`config.mk`:
```
export PLATFORM = sky130hd
export DESIGN_NAME = ram_dp_param_flat
export DESIGN_NICKNAME = d
export VERILOG_FILES = /design/src/rtl/ram_dp_param_pkg.sv /design/src/rtl/ram_dp_param_if.sv /design/src/rtl/ram_init_ctrl.sv /design/src/rtl/ram_dp_param.sv /design/src/flat_wrapper.sv
export SDC_FILE = /design/constraint.sdc
export NUM_CORES = 1
export LEC_CHECK = 0
export BUFFER_PORTS_ARGS = -buffer_cell sky130_fd_sc_hd__buf_4
export CAP_MARGIN = 20
export CORE_ASPECT_RATIO = 0.6
export CORE_MARGIN = 2
export CORE_UTILIZATION = 57
export DETAILED_ROUTE_END_ITERATION = 6
export PLACE_DENSITY = 0.78
export SLEW_MARGIN = 10
export SYNTH_ARGS = -nofsm -noshare
export SYNTH_HDL_FRONTEND = slang
export SYNTH_SLANG_ARGS = --single-unit
```
`constraint.sdc`:
```
create_clock -name clk -period 2.4 [get_ports clk]
set_clock_uncertainty 0.2 [all_clocks]
set_input_delay 0.72 -clock clk [delete_from_list [all_inputs] [get_ports clk]]
set_output_delay 0.72 -clock clk [all_outputs]
set_load 0.05 [all_outputs]
```
`src/rtl/ram_dp_param_pkg.sv`:
```
// Shared command codes, controller state encoding and command decode helpers
// for the parametrised dual-port RAM.
package ram_dp_param_pkg;

  localparam logic [1:0] CMD_IDLE = 2'd0;
  localparam logic [1:0] CMD_RD   = 2'd1;
  localparam logic [1:0] CMD_WR   = 2'd2;
  localparam logic [1:0] CMD_RW   = 2'd3;

  typedef enum logic {
    ST_INIT = 1'b0,
    ST_RUN  = 1'b1
  } ctrl_state_t;

  function automatic logic cmd_reads(input logic [1:0] cmd);
    return (cmd == CMD_RD) || (cmd == CMD_RW);
  endfunction

  function automatic logic cmd_writes(input logic [1:0] cmd);
    return (cmd == CMD_WR) || (cmd == CMD_RW);
  endfunction

endpackage

```
`src/rtl/ram_dp_param_if.sv`:
```
// Command/data bus between the buffer control logic (master) and the RAM
// (slave).
interface ram_dp_param_if #(
  parameter int DATA_W = 4,
  parameter int ADDR_W = 3
);
  logic              enable;
  logic [1:0]        state;
  logic [DATA_W-1:0] data_in;
  logic [ADDR_W-1:0] addr_in;
  logic [ADDR_W-1:0] addr_out;
  logic [DATA_W-1:0] data_out;
  logic              valid_out;
  logic              busy;
  logic              err_out;

  modport master (
    output enable, state, data_in, addr_in, addr_out,
    input  data_out, valid_out, busy, err_out
  );

  modport slave (
    input  enable, state, data_in, addr_in, addr_out,
    output data_out, valid_out, busy, err_out
  );
endinterface

```
`src/rtl/ram_init_ctrl.sv`:
```
// INIT/RUN controller: sweeps INIT_VAL through every entry after reset,
// reports busy, and flags commands that arrive while the sweep is running.
module ram_init_ctrl
  import ram_dp_param_pkg::*;
#(
  parameter int                DATA_W   = 4,
  parameter int                ADDR_W   = 3,
  parameter logic [DATA_W-1:0] INIT_VAL = '0
) (
  input  logic              clk,
  input  logic              reset_L,
  input  logic              enable,
  input  logic [1:0]        state,
  output logic              busy,
  output logic              err_out,
  output logic              wr_en,
  output logic [ADDR_W-1:0] wr_addr,
  output logic [DATA_W-1:0] wr_data
);

  localparam logic [ADDR_W-1:0] LAST_ADDR = '1;

  ctrl_state_t       st, st_next;
  logic [ADDR_W-1:0] cnt, cnt_next;
  logic              err_q, err_next;

  always_ff @(posedge clk) begin
    if (reset_L) begin
      st    <= ST_INIT;
      cnt   <= '0;
      err_q <= 1'b0;
    end else begin
      st    <= st_next;
      cnt   <= cnt_next;
      err_q <= err_next;
    end
  end

  // The sweep stops at the last entry rather than wrapping back to zero.
  always_comb begin
    st_next  = st;
    cnt_next = cnt;
    err_next = 1'b0;
    busy     = 1'b0;
    wr_en    = 1'b0;
    wr_addr  = cnt;
    wr_data  = INIT_VAL;
    case (st)
      ST_INIT: begin
        busy     = 1'b1;
        wr_en    = 1'b1;
        err_next = enable && (state != CMD_IDLE);
        if (cnt == LAST_ADDR) begin
          st_next = ST_RUN;
        end else begin
          cnt_next = cnt + 1'b1;
        end
      end
      ST_RUN: begin
        busy = 1'b0;
      end
      default: begin
        st_next = ST_INIT;
      end
    endcase
  end

  assign err_out = err_q;

endmodule

```
`src/rtl/ram_dp_param.sv`:
```
// Parametrised single-clock RAM with registered read, write-first bypass on
// address collision and a post-reset initialisation sweep.
module ram_dp_param
  import ram_dp_param_pkg::*;
#(
  parameter int                DATA_W   = 4,
  parameter int                ADDR_W   = 3,
  parameter logic [DATA_W-1:0] INIT_VAL = '0
) (
  input logic           clk,
  input logic           reset_L,
  ram_dp_param_if.slave bus
);

  localparam int DEPTH = 2 ** ADDR_W;

  logic [DATA_W-1:0] mem [DEPTH];

  logic [1:0]        cmd;
  logic              busy, err_out;
  logic              init_wr_en;
  logic [ADDR_W-1:0] init_wr_addr;
  logic [DATA_W-1:0] init_wr_data;
  logic              user_rd, user_wr, mem_we;
  logic [ADDR_W-1:0] mem_waddr;
  logic [DATA_W-1:0] mem_wdata;
  logic [DATA_W-1:0] data_q;
  logic              valid_q;

  ram_init_ctrl #(
    .DATA_W  (DATA_W),
    .ADDR_W  (ADDR_W),
    .INIT_VAL(INIT_VAL)
  ) u_init_ctrl (
    .clk    (clk),
    .reset_L(reset_L),
    .enable (bus.enable),
    .state  (bus.state),
    .busy   (busy),
    .err_out(err_out),
    .wr_en  (init_wr_en),
    .wr_addr(init_wr_addr),
    .wr_data(init_wr_data)
  );

  // User commands only reach the array once the sweep is done; the sweep
  // owns the write port while busy.
  always_comb begin
    cmd       = bus.enable ? bus.state : CMD_IDLE;
    user_rd   = !busy && cmd_reads(cmd);
    user_wr   = !busy && cmd_writes(cmd);
    mem_we    = !reset_L && (init_wr_en || user_wr);
    mem_waddr = init_wr_en ? init_wr_addr : bus.addr_in;
    mem_wdata = init_wr_en ? init_wr_data : bus.data_in;
  end

  always_ff @(posedge clk) begin
    if (mem_we) begin
      mem[mem_waddr] <= mem_wdata;
    end
  end

  always_ff @(posedge clk) begin
    if (reset_L) begin
      data_q  <= '0;
      valid_q <= 1'b0;
    end else begin
      valid_q <= user_rd;
      if (user_rd) begin
        data_q <= (user_wr && (bus.addr_in == bus.addr_out)) ? bus.data_in
                                                             : mem[bus.addr_out];
      end
    end
  end

  assign bus.data_out  = data_q;
  assign bus.valid_out = valid_q;
  assign bus.busy      = busy;
  assign bus.err_out   = err_out;

endmodule

```
`src/flat_wrapper.sv`:
```
// flat-port wrapper written by rule: the top's interface ports become plain ports
module ram_dp_param_flat import ram_dp_param_pkg::*;
#(
  parameter int                DATA_W   = 4,
  parameter int                ADDR_W   = 3,
  parameter logic [DATA_W-1:0] INIT_VAL = '0
)
  (clk, reset_L, bus_enable, bus_state, bus_data_in, bus_addr_in, bus_addr_out, bus_data_out, bus_valid_out, bus_busy, bus_err_out);
  ram_dp_param_if #(.DATA_W(DATA_W), .ADDR_W(ADDR_W)) bus_i ();
  input logic clk;
  input logic reset_L;
  input wire logic [$bits(bus_i.enable)-1:0] bus_enable;
  input wire logic [$bits(bus_i.state)-1:0] bus_state;
  input wire logic [$bits(bus_i.data_in)-1:0] bus_data_in;
  input wire logic [$bits(bus_i.addr_in)-1:0] bus_addr_in;
  input wire logic [$bits(bus_i.addr_out)-1:0] bus_addr_out;
  output wire logic [$bits(bus_i.data_out)-1:0] bus_data_out;
  output wire logic [$bits(bus_i.valid_out)-1:0] bus_valid_out;
  output wire logic [$bits(bus_i.busy)-1:0] bus_busy;
  output wire logic [$bits(bus_i.err_out)-1:0] bus_err_out;
  assign bus_i.enable = bus_enable;
  assign bus_i.state = bus_state;
  assign bus_i.data_in = bus_data_in;
  assign bus_i.addr_in = bus_addr_in;
  assign bus_i.addr_out = bus_addr_out;
  assign bus_data_out = bus_i.data_out;
  assign bus_valid_out = bus_i.valid_out;
  assign bus_busy = bus_i.busy;
  assign bus_err_out = bus_i.err_out;
  ram_dp_param #(.DATA_W(DATA_W), .ADDR_W(ADDR_W), .INIT_VAL(INIT_VAL)) u_core (.clk(clk), .reset_L(reset_L), .bus(bus_i));
endmodule
```
==> summary.txt <==
Synth
  • Portion of synthesized cell area occupied by the leading cell type: 50.59%
  • Synth Area per Inst: 15.96 um2
  • Sequential area share after synthesis: 61.13%
  • Post-synth net total: 136
  • Synthesis-stage register bit count: 42
  • Top FF cell, synth: sky130_fd_sc_hd__edfxtp_1
  • Largest area contributor in the netlist: sky130_fd_sc_hd__edfxtp_1
  • Post-synthesis cell count: 119
  • Synthesized cell area: 1899 um2
  • Ys async rst share: 0%
  • Number of enable flip-flop cells after synthesis: 32
  • Yosys warning total: 0
  • Count of distinct cell types in the synthesized netlist: 30
  • Area contributors post-synth: sky130_fd_sc_hd__edfxtp_1 (51%), sky130_fd_sc_hd__dfxtp_1 (11%), sky130_fd_sc_hd__mux4_1 (9.7%)

Global route
  • All-Layer GR Usage: 20.89%
  • Total congestion overflow after global routing: 0
  • Via count of the first global-routing pass: 1081
  • Highest-utilization routing layer at the global route stage: met2
  • Number of antenna violations at the first check in global routing: 0
  • Global Route met2 Usage: 30.77%
  • Global-route track usage on met1: 30.73%
  • Pin count of the biggest net entering global routing: 14
  • GR met3 Demand/Resource: 7.090%
  • Global-route wire length before repair: 5720 um

Worst setup path
  • Count of buffering cells on the critical path with inverters included: 3
  • Arrival time of data at the critical path endpoint: 1.40 ns
  • Register-to-register setup slack: 0.22 ns
  • Critical Setup Path Class: flop to output port
  • Worst Setup Start Kind: flop
  • Critical-path maximum fanout: 9
  • Cells along the critical path: buf_4 -> inv_1 -> buf_4
  • Kind of end point of the critical path: output port
  • Data required time of the worst path: 1.48 ns
  • Cell with the biggest individual delay on the critical path: sky130_fd_sc_hd__dfxtp_1
  • Most common cell on crit path: sky130_fd_sc_hd__buf_4
  • Number of cell instances on the worst register-to-register path: 4
  • Crit Reg-Reg Endpoint: u_core.mem[5][2]
  • Kind of cell adding the most delay to the critical path: flip-flops
  • Worst path max stage delay: 0.63 ns
  • Worst reg2reg path startpoint: u_core.u_init_ctrl.st

Clocking
  • TritonCTS Buffers: 5
  • Count of buffers added by post-CTS timing repair for setup: 0
  • Buffers from clock root to sink, at most: 2
  • H-tree lvl count: 2
  • Clock latency reported for the late side of the worst-skew pair: 0.28 ns
  • Number of sinks on the clock net: 42
  • Clock tree from TritonCTS: yes
  • Clock-pin slew on the worst setup and hold paths: 0.07 ns
  • Clk Tree Root Cell: sky130_fd_sc_hd__clkbuf_8
  • Post_cts resized: 0
  • Number of hold buffers added after CTS: 0

Run
  • Maximum capacitance violations: 0

Timing
  • Tightest Pin Transition: 0.5027 ns
  • Setup repair after global routing missed its margin: no
  • Post-route setup slack: 0.08262 ns
  • Minimum clock period after layout: 2.317 ns
  • Finish-stage setup viols: 0
  • Final Hold Fails: 0
  • Worst hold margin: 0.2792 ns
  • Fin. max-slew vios: 0
  • Setup TNS Final: 0 ns
  • Fraction of the cycle the final worst path needs: 96.56%
  • Highest clock rate: 431.5 MHz
  • Slew headroom: 66.44%

Route
  • Post-DRT Antenna Nets: 0
  • Via density per instance: 5.568
  • Number of design-rule violations left by the first detailed-router iteration: 80
  • Routed length per instance: 18.57 um
  • Drt pass-1 iters: 4
  • Number of remaining DRC errors: 0
  • Vias post-DR: 1058
  • Total length of routed wires: 3528 um

Floorplan
  • Area of the die: 3825 um2
  • Starting utilization of the core area: 58.93%
  • Num ports: 22
  • Die Ht: 48.72 um
  • Chip Width: 78.52 um
  • Number of rows created at floorplan: 16
  • Core outline area: 3223 um2

Min path
  • Worst Hold Path EP: u_core.bus.data_out[1]
  • Worst min-delay path category: flop to flop
  • Start point of the worst min-delay path: u_core.bus.data_out[1]
  • Hold Path Depth: 2

Placed design
  • Number of placed instances with taps included: 182
  • Final estimated routing congestion in global placement: 0.8486
  • Half-perimeter wire length after placement: 2669 um
  • Placed cell area: 2054 um2
  • Number of I/O port buffers: 21
  • Setup slack at placement: 0.1931 ns

Power
  • Lkg Pwr: 0.8092 nW
  • P_int: 1.177 mW
  • Clock network power share: 35.9%
  • Overall power of the completed layout: 1.490 mW
  • Net switching fraction of the power: 20.97%
  • Peak supply drop: 636.6 uV
  • P_sw: 312.4 uW
  • Proportion of power drawn by flip-flops and latches: 54.6%
  • Comb pwr share: 9.5%
  • Power per standard cell area: 688.2 nW/um2

Finish
  • Nets@finish: 161
  • Cell area after layout: 2165 um2
  • Fraction of final layout cells with drive strength greater than 1: 28.97%
  • Inserted Diodes: 0
  • Final standard cell count with taps included and fillers excluded: 190
  • Area growth syn-to-layout: 13.97%
  • Utilization of the core after routing: 67.16%
  • Fill cells: 221

Status
  • Run status: complete, no violations
==> worst max-delay path by stage <==
| stage | from | to | slack (ns) | cells past startpoint |
|---|---|---|---|---|
| after floorplan | reset_L | u_core.mem[1][0] | 0.35 | 3 |
| after global placement | bus_enable | u_core.mem[5][1] | 0.20 | 4 |
| after detailed placement | bus_enable | u_core.mem[5][2] | 0.19 | 4 |
| after CTS | u_core.u_init_ctrl.st | bus_busy | 0.1 | 3 |
| after global routing | u_core.u_init_ctrl.st | bus_busy | 0.02 | 3 |
| final | u_core.u_init_ctrl.st | bus_busy | 0.08 | 3 |
==> layout by cell type (no fill, tap or decap), drive strengths merged, types with 2 or more instances in the layout <==
master	netlist	routed
a21oi	2	2
buf	5	24
clkbuf	1	6
dfxtp	10	10
edfxtp	32	32
ha	2	2
inv	5	5
mux2i	7	7
mux4	8	8
nand2	13	13
nand2b	2	2
nand4	2	2
nor2	13	13
o21ai	2	2
o221ai	4	4
xor2	3	3
==> Yosys cell counts, types with 2 or more instances <==
master,n
sky130_fd_sc_hd__a21oi_1,2
sky130_fd_sc_hd__buf_12,2
sky130_fd_sc_hd__buf_6,2
sky130_fd_sc_hd__dfxtp_1,10
sky130_fd_sc_hd__edfxtp_1,32
sky130_fd_sc_hd__ha_1,2
sky130_fd_sc_hd__inv_1,5
sky130_fd_sc_hd__mux2i_1,4
sky130_fd_sc_hd__mux2i_4,3
sky130_fd_sc_hd__mux4_1,7
sky130_fd_sc_hd__nand2_1,12
sky130_fd_sc_hd__nand2b_1,2
sky130_fd_sc_hd__nor2_1,13
sky130_fd_sc_hd__o21ai_0,2
sky130_fd_sc_hd__o221ai_1,4
sky130_fd_sc_hd__xor2_2,3
==> cell type report <==
cell class / instances / area, um2 / area share, %
clock buffers: 6 / 72.57 / 3.353
clock inverters: 2 / 37.54 / 1.734
inverters: 5 / 18.77 / 0.8671
multi-input cells: 66 / 638.1 / 29.48
flip-flops and latches: 42 / 1161 / 53.64
well taps: 45 / 56.30 / 2.601
repair buffers: 24 / 180.2 / 8.324
==> worst min-delay path, cell delays in order (launching register included) <==
cell and delay (ns):
sky130_fd_sc_hd__dfxtp_1 0.33, sky130_fd_sc_hd__nand2_1 0.05, sky130_fd_sc_hd__o221ai_1 0.06
==> cell families (layout without fill, tap and decap cells) <==
kind of cell / Yosys count / in the layout / synth area share [%]
adder cells (fa/ha/maj): 2 / 2 / 1.317
buffers and inverters: 11 / 37 / 5.270
AO/OA/AOI/OAI: 10 / 10 / 3.623
multiplexers: 15 / 15 / 16.53
XOR/XNOR: 4 / 4 / 3.031
flip-flops: 42 / 42 / 61.13
AND/OR/NAND/NOR: 35 / 35 / 9.092
==> per-layer routing <==
layer  wire length, um  vias to the layer above
met5                 0                        -
met4                10                        0
met3               197                        2
met2              1609                       31
met1              1710                      526
li1                  -                      499
==> power groups by stage <==
stage	registers [mW]	logic [mW]	clock network (mW)
floorplan	0.828	0.0962	0
global placement	0.828	0.135	0
detailed placement	0.830	0.141	0
CTS	0.813	0.142	0.541
global route	0.816	0.154	0.566
finish	0.813	0.141	0.535
==> flip-flops by register name (all words and copies together) (netlist names) <==
signal,count
u_core.u_init_ctrl.st,1
u_core.mem,32
u_core.bus.valid_out,1
u_core.u_init_ctrl.err_out,1
u_core.bus.data_out,4
u_core.u_init_ctrl.wr_addr,3
Note: power is estimated with default switching activity, not from simulation.
